## src/rtl/mem_arbiter.sv

```systemverilog
// rtl/mem_arbiter.sv - round-robin I-cache/D-cache line-transfer arbiter in front of main memory
// One line (LINE_WORDS words) per grant; the word index advances only on memValid.
module mem_arbiter #(
   parameter int LINE_WORDS = 8,
   parameter int DELAY_BITS = 4
) (
   input  logic                          MEM_CLK,
   input  logic                          RST,
   input  logic                          IC_REQ,
   input  logic [29:0]                   IC_ADDR,
   output logic [31:0]                   IC_DATA,
   output logic                          IC_WORD_VALID,
   output logic [$clog2(LINE_WORDS)-1:0] IC_WORD_IDX,
   output logic                          IC_DONE,
   input  logic                          DC_REQ,
   input  logic                          DC_WE,
   input  logic [29:0]                   DC_ADDR,
   input  logic [31:0]                   DC_WDATA,
   output logic [31:0]                   DC_RDATA,
   output logic                          DC_WORD_VALID,
   output logic [$clog2(LINE_WORDS)-1:0] DC_WORD_IDX,
   output logic                          DC_DONE,
   output logic                          MEM_RE,
   output logic                          MEM_WE,
   output logic [29:0]                   MEM_ADDR,
   output logic [31:0]                   MEM_DATA_IN,
   input  logic [31:0]                   MEM_DOUT,
   input  logic                          memValid
);

   localparam int          IDX_W    = $clog2(LINE_WORDS);
   localparam logic [29:0] IDX_MASK = 30'(LINE_WORDS - 1);

   if (LINE_WORDS < 2 || LINE_WORDS > 16 || DELAY_BITS < 1) begin : g_param_check
      $error("mem_arbiter: unsupported LINE_WORDS/DELAY_BITS");
   end

   typedef enum logic [1:0] {IDLE, IC_XFER, DC_XFER} state_t;

   state_t             state;
   state_t             next_state;
   logic [IDX_W-1:0]   word_idx;
   logic [29:0]        line_base;
   logic               latched_we;
   logic               last_grant;   // 1 = D-cache received the most recent grant
   logic               last_word;
   logic [29:0]        cur_addr;

   assign last_word = (word_idx == IDX_W'(LINE_WORDS - 1));
   assign cur_addr  = line_base | 30'(word_idx);

   always_ff @(posedge MEM_CLK) begin
      if (RST) begin
         state <= IDLE;
      end else begin
         state <= next_state;
      end
   end

   always_comb begin
      next_state = state;
      case (state)
         IDLE: begin
            if (IC_REQ && DC_REQ) begin
               next_state = last_grant ? IC_XFER : DC_XFER;
            end else if (IC_REQ) begin
               next_state = IC_XFER;
            end else if (DC_REQ) begin
               next_state = DC_XFER;
            end
         end
         IC_XFER, DC_XFER: begin
            if (memValid && last_word) begin
               next_state = IDLE;
            end
         end
         default: next_state = IDLE;
      endcase
   end

   // Request inputs are only sampled in IDLE; during a transfer they are ignored.
   always_ff @(posedge MEM_CLK) begin
      if (RST) begin
         word_idx   <= '0;
         line_base  <= '0;
         latched_we <= 1'b0;
         last_grant <= 1'b1;
      end else if (state == IDLE) begin
         word_idx <= '0;
         if (next_state == IC_XFER) begin
            line_base  <= IC_ADDR & ~IDX_MASK;
            latched_we <= 1'b0;
            last_grant <= 1'b0;
         end else if (next_state == DC_XFER) begin
            line_base  <= DC_ADDR & ~IDX_MASK;
            latched_we <= DC_WE;
            last_grant <= 1'b1;
         end
      end else if (memValid) begin
         word_idx <= word_idx + 1'b1;
      end
   end

   always_comb begin
      MEM_RE        = 1'b0;
      MEM_WE        = 1'b0;
      MEM_ADDR      = '0;
      MEM_DATA_IN   = '0;
      IC_DATA       = '0;
      IC_WORD_VALID = 1'b0;
      IC_WORD_IDX   = '0;
      IC_DONE       = 1'b0;
      DC_RDATA      = '0;
      DC_WORD_VALID = 1'b0;
      DC_WORD_IDX   = '0;
      DC_DONE       = 1'b0;
      case (state)
         IC_XFER: begin
            MEM_RE        = 1'b1;
            MEM_ADDR      = cur_addr;
            IC_WORD_IDX   = word_idx;
            IC_WORD_VALID = memValid;
            IC_DONE       = memValid && last_word;
            IC_DATA       = memValid ? MEM_DOUT : '0;
         end
         DC_XFER: begin
            MEM_RE        = ~latched_we;
            MEM_WE        = latched_we;
            MEM_ADDR      = cur_addr;
            MEM_DATA_IN   = DC_WDATA;
            DC_WORD_IDX   = word_idx;
            DC_WORD_VALID = memValid;
            DC_DONE       = memValid && last_word;
            DC_RDATA      = (memValid && !latched_we) ? MEM_DOUT : '0;
         end
         default: ;
      endcase
   end

endmodule
```

## config.mk

```make
export PLATFORM = sky130hd
export DESIGN_NAME = mem_arbiter
export DESIGN_NICKNAME = d
export VERILOG_FILES = /design/src/rtl/mem_arbiter.sv
export SDC_FILE = /design/constraint.sdc
export NUM_CORES = 1
export LEC_CHECK = 0
export BUFFER_PORTS_ARGS = -buffer_cell sky130_fd_sc_hd__buf_2
export CAP_MARGIN = 20
export CORE_AREA = 2 2 104 106
export DETAILED_ROUTE_END_ITERATION = 12
export DIE_AREA = 0 0 106 108
export PLACE_DENSITY_LB_ADDON = 0.08
export SLEW_MARGIN = 20
export SYNTH_ARGS = -nofsm -noshare
export SYNTH_HDL_FRONTEND = slang
export SYNTH_SLANG_ARGS = --single-unit
export TNS_END_PERCENT = 5
```

## constraint.sdc

```tcl
create_clock -name MEM_CLK -period 3.4 [get_ports MEM_CLK]
set_input_delay 0.68 -clock MEM_CLK [delete_from_list [all_inputs] [get_ports MEM_CLK]]
set_output_delay 0.68 -clock MEM_CLK [all_outputs]
set_load 0.03 [all_outputs]
```

After elaboration in Yosys (flattened, before gate mapping)
Index checks and enable logic that the tools add are counted.
W data, S select, Z words.

storage, ports and cells
  register bits after elaboration = 37
  bits in latches = 0
  RAM bits = 0
  memory bits (read-only) = 0
  word-level logic and storage cells = 48
  memories kept = 0

operators by class
  add/sub/neg operators = 1
  multiply operators = 0
  div/mod/pow operators = 0
  $lt $le $gt $ge = 0
  equal/unequal tests = 5
  shifts and indexed selects = 0
  multiplexer cells = 26
  bitwise gates (word level) = 2
  reductions and logical operators = 9

operators with widths
  cell                   number
  $mux W32               5
  $mux W30               3
  $or A30 B3 Y30         1
  $mux W2                5
  $mux W1                9
  $mux W3                2
  $eq A2 B1 Y1 const B   2
  $eq A2 B2 Y1 const B   2
  $pmux W2 S2            1
  $reduce_or A2 Y1       2
  $add A3 B1 Y3 const B  1
  $eq A3 B3 Y1 const B   1
  $logic_and A1 B1 Y1    3
  $logic_not A2 Y1       1
  $pmux W1 S2            1
  $reduce_and A2 Y1      1
  $reduce_bool A2 Y1     1
  $logic_not A1 Y1       1
  $not A1 Y1             1

Longest topological paths before layout
  depth in word-level cells = 7
  depth in mapped cells = 11
  mapped depth without buffers = 10

Least setup slack after synthesis
OpenSTA, ideal clock, no wires.

  path kind = input to output
  start = in memValid
  end = out DC_RDATA[10]
  arrival = 1.779 ns
  required time = 2.720 ns
  path slack = 0.941 ns
  stages = 4
  path buffers = 1
  cells stage by stage = and2_1 > nor2b_1 > clkbuf_1 > and2_1

between the ends
  longest elaborated chain between the ends = 3

ends and longest elaborated chain
  element              line  source
  start, declared      28    input logic memValid
  $logic_and A1 B1 Y1  134   DC_RDATA = (memValid && !latched_we) ? MEM_DOUT : '0;
  $mux W32             134
  $mux W32             117   case (state)
  end, declared        19    output logic [31:0] DC_RDATA,

No other way between the ends.

Worst setup path in the final report
  start = reg state[0]
  end = out MEM_ADDR[20]

between the ends
  longest elaborated chain between the ends = 3
  elaborated cells on any way between the ends = 4
  classes of those cells = eq/ne (2); mux (1); reduce/logical (1)

ends and longest elaborated chain
  element                                              line  source
  start, declared                                      40    state_t state;
  start signal, assigned                               56    state <= next_state;
  $eq A2 B2 Y1 / $eq A2 B1 Y1 (equally long branches)  117
  $reduce_or A2 Y1 (no source line) (*)                --
  $mux W30 (*)                                         117
  end, declared                                        25    output logic [29:0] MEM_ADDR,

Mark *: on every way between the ends. The rest lies on a longest branch, timed or not.

==> Implementation_results.wiki <==
{| class="wikitable"
! Metric !! Value
|-
| Status || completed
|-
| Congestion Overflow GR || 0
|-
| Worst setup slack before clock tree synthesis || 0.8006 ns
|-
| Hold wc startpoint || last_grant$_SDFFE_PP1P_
|-
| Sum of internal, switching and leakage power || ~2 mW
|-
| Sw frac || roughly 45%
|-
| Portion of the post-synthesis area used by sequential elements || 26.48%
|-
| Post-layout worst setup margin || 0.6438 ns
|-
| Final weighted congestion in routability-driven placement || between 0.8 and 0.9
|-
| Total nets after synthesis || roughly 460
|-
| Number of pins with negative max-slew slack in the final report || 0
|-
| Layout cells sized above 1 || 48.59%
|-
| Clock root buffer || sky130_fd_sc_hd__clkbuf_8
|-
| Overall die height || 108 microns
|-
| FP Rows || 37
|-
| Starting utilization of the core area || 25.12%
|-
| Util after Layout || 39.65%
|-
| Layout overhead on the synthesized area || 57.84%
|-
| Cell types with the largest area share after synthesis || sky130_fd_sc_hd__dfxtp_1 26%, sky130_fd_sc_hd__and2_1 26%, sky130_fd_sc_hd__mux2i_1 11%
|-
| Kind of end point of the critical path || output pin
|-
| Sequential Power Share || 29.8%
|-
| Asr flop ratio synth || 0%
|-
| Total Nets Final || 706
|-
| Post-route cell area || slightly above 4000 sq um
|-
| Setup bufs post-CTS || 0
|-
| Routed Antenna Nets || 0
|-
| Cell area after synthesis || 2570 sq um
|-
| DRC violation total after the first TritonRoute iteration || approximately 150
|-
| Number of vias per cell after detailed routing || 4.320
|-
| Cell type with the highest aggregate area in the netlist || sky130_fd_sc_hd__dfxtp_1
|-
| Ranking of synthesized cells by instance count || 105 x sky130_fd_sc_hd__and2_1, 34 x sky130_fd_sc_hd__and3_1, 34 x sky130_fd_sc_hd__dfxtp_1
|-
| Crit path launch type || flip-flop
|-
| Crit. Startpoint || state[0]$_SDFF_PP0_
|-
| Leakage component of the power || approximately 2.4 nW
|-
| Total power density per cell area || ~490 nW/um^2
|-
| Htree depth || 2
|-
| Number of top-level pins || 268
|-
| Setup Total Neg Slack || 0 ns
|-
| Die X || 106 microns
|-
| Hold WS || approximately 0.49 ns
|-
| Number of synthesized flops with an enable pin || 0
|-
| Period utilisation layout || 81.06%
|-
| Worst max-slew margin expressed relative to the limit || 56.99%
|-
| Wire length reported by the detailed router || 10.08 mm
|-
| Layout Cells excl Fill || 704
|-
| Arrival time at the worst endpoint || 2.08 ns
|-
| Gate Count Post-Synth || 324
|-
| Crit path required time || 2.72 ns
|-
| Synth Warn # || 0
|-
| Vias post-DR || ~3k
|-
| RSZ-0062 raised after global routing || false
|-
| Maximum fanout count along the critical path || 20
|-
| Top FF cell, synth || sky130_fd_sc_hd__dfxtp_1
|-
| Number of cells after detailed placement || about 700
|-
| Clock transition at path regs || roughly 0.060 ns
|-
| Number of inserted diodes || 0
|-
| Number of hold buffers added after cts || 0
|-
| Number of antenna violations at the first check in global routing || 0
|-
| Post-route minimum period || 2.756 ns
|-
| Hpwl dp || between 8 and 9 mm
|-
| Area share of the largest cell type after synthesis || 26.48%
|-
| Number of gates resized after cts || 0
|-
| CTS Sinks || 34
|-
| Part of the power in combinational logic || 55.4%
|-
| Number of maximum-capacitance constraint violations || 0
|-
| Clock skew || approximately 0.0056 ns
|-
| Number of hold violations in the final report || 0
|-
| Library cell with the highest instance count after synthesis || sky130_fd_sc_hd__and2_1
|-
| Number of iterations in the first detailed-routing pass || 4
|-
| Flops & latches, synth || 34
|-
| Cts bufs inserted || 5
|-
| Largest net degree at the start of global routing || 52
|-
| Worst Path Class, Setup || reg -> out
|-
| Number of DRC violations after detailed routing || 0
|-
| Net switching power || approximately 0.89 mW
|-
| Placement-stage cell area || 3974 sq um
|-
| Worst Tran Pin Value || 0.6451 ns
|-
| Number of buffers on the longest clock path || 2
|-
| Setup-violating endpoint count in the final report || 0
|-
| Hold/Removal Path Class || reg -> reg
|-
| Number of port buffers || 261
|-
| Core Box Area || 10230 sq um
|-
| Worst reg-to-reg setup slack || 0.79 ns
|-
| Syn_area_per_cell || 7.932 sq um
|-
| Clock network fraction of total power || 14.9%
|-
| Worst VDD drop || 208.9 uV
|-
| Via count of the first global-routing pass || 2774
|-
| Later-pin clock latency in the skew report || 0.28 ns
|-
| Highest clock rate || 362.8 MHz
|-
| Start of the worst register-to-register path || state[0]$_SDFF_PP0_
|-
| Total routing usage reported by global routing || 16.22%
|-
| TritonCTS clock tree || built
|-
| Cell internal power dissipation || between 1 and 1.5 mW
|-
| Post-synthesis cell type count || 29
|-
| Routed wire length per instance || 14.32 microns
|-
| Global-route wire length before repair || between 10 and 15 mm
|-
| Floorplan die area || 11450 sq um
|}
cell type report:
cell class | instances | area [sq um]
Clock buffer | 6 | 82.58
Fill cell | 1110 | 6175
Inverter | 3 | 11.26
Multi-Input combinational cell | 257 | 1740
Sequential cell | 34 | 680.7
Tap cell | 136 | 170.2
Timing Repair Buffer | 268 | 1371
cells in the final DEF, fill, tap and decap left out, drive strengths merged, types with 2 or more instances in the layout:
master	instances
nor3	3
or2b	2
ha	7
inv	3
dfxtp	34
clkbuf	6
nand2	5
and2	105
a211oi	26
a21oi	3
mux2i	29
o21ai	2
and3	34
nor2b	3
buf	268
nor2	27
sequential cells by signal, indices dropped and copies added (netlist names):
| register | cells |
|---|---|
| line_base | 27 |
| word_idx | 3 |
| state | 2 |
| last_grant | 1 |
| latched_we | 1 |
worst max-delay path: stages, from the launching register on:
cell and delay, ns:
sky130_fd_sc_hd__dfxtp_1 0.43, sky130_fd_sc_hd__inv_1 0.09, sky130_fd_sc_hd__ha_1 0.57, sky130_fd_sc_hd__buf_4 0.33
sky130_fd_sc_hd__and2_1 0.17, sky130_fd_sc_hd__buf_2 0.20
path summary, 6_finish.rpt:
check,endpoint,cells past startpoint
hold reg to reg,last_grant$_SDFFE_PP1P_,2
setup / recovery,MEM_ADDR[20],5
hold / removal,last_grant$_SDFFE_PP1P_,2
setup reg to reg,latched_we$_SDFFE_PP0P_,10
power by group through the flow:
stage	Clock (mW)	Sequential (mW)	Combinational (mW)
detailed placement	0	0.602	1.11
global placement	0	0.597	1.10
global route	0.327	0.611	1.20
floorplan	0	0.584	0.808
CTS	0.307	0.594	1.12
finish	0.296	0.592	1.10
per-layer routing:
metal / vias up / wire (microns) / GRT usage (%)
li1: 1574 / - / -
met1: 1330 / 4313 / 19.97
met2: 129 / 4844 / 28.29
met3: 8 / 832 / 4.702
met4: 0 / 91 / 3.289
met5: - / 0 / 0
cells by family after synthesis:
logic type | Yosys count | share of synthesized area [%]
AND/OR/NAND/NOR | 182 | 41.29
AO/OA/AOI/OAI | 38 | 10.81
buffers and inverters | 33 | 6.378
adder cells (fa/ha/maj) | 7 | 3.408
flip-flops | 34 | 26.48
XOR/XNOR | 1 | 0.3409
multiplexers | 29 | 11.30
Note: power is estimated with default switching activity, not from simulation.
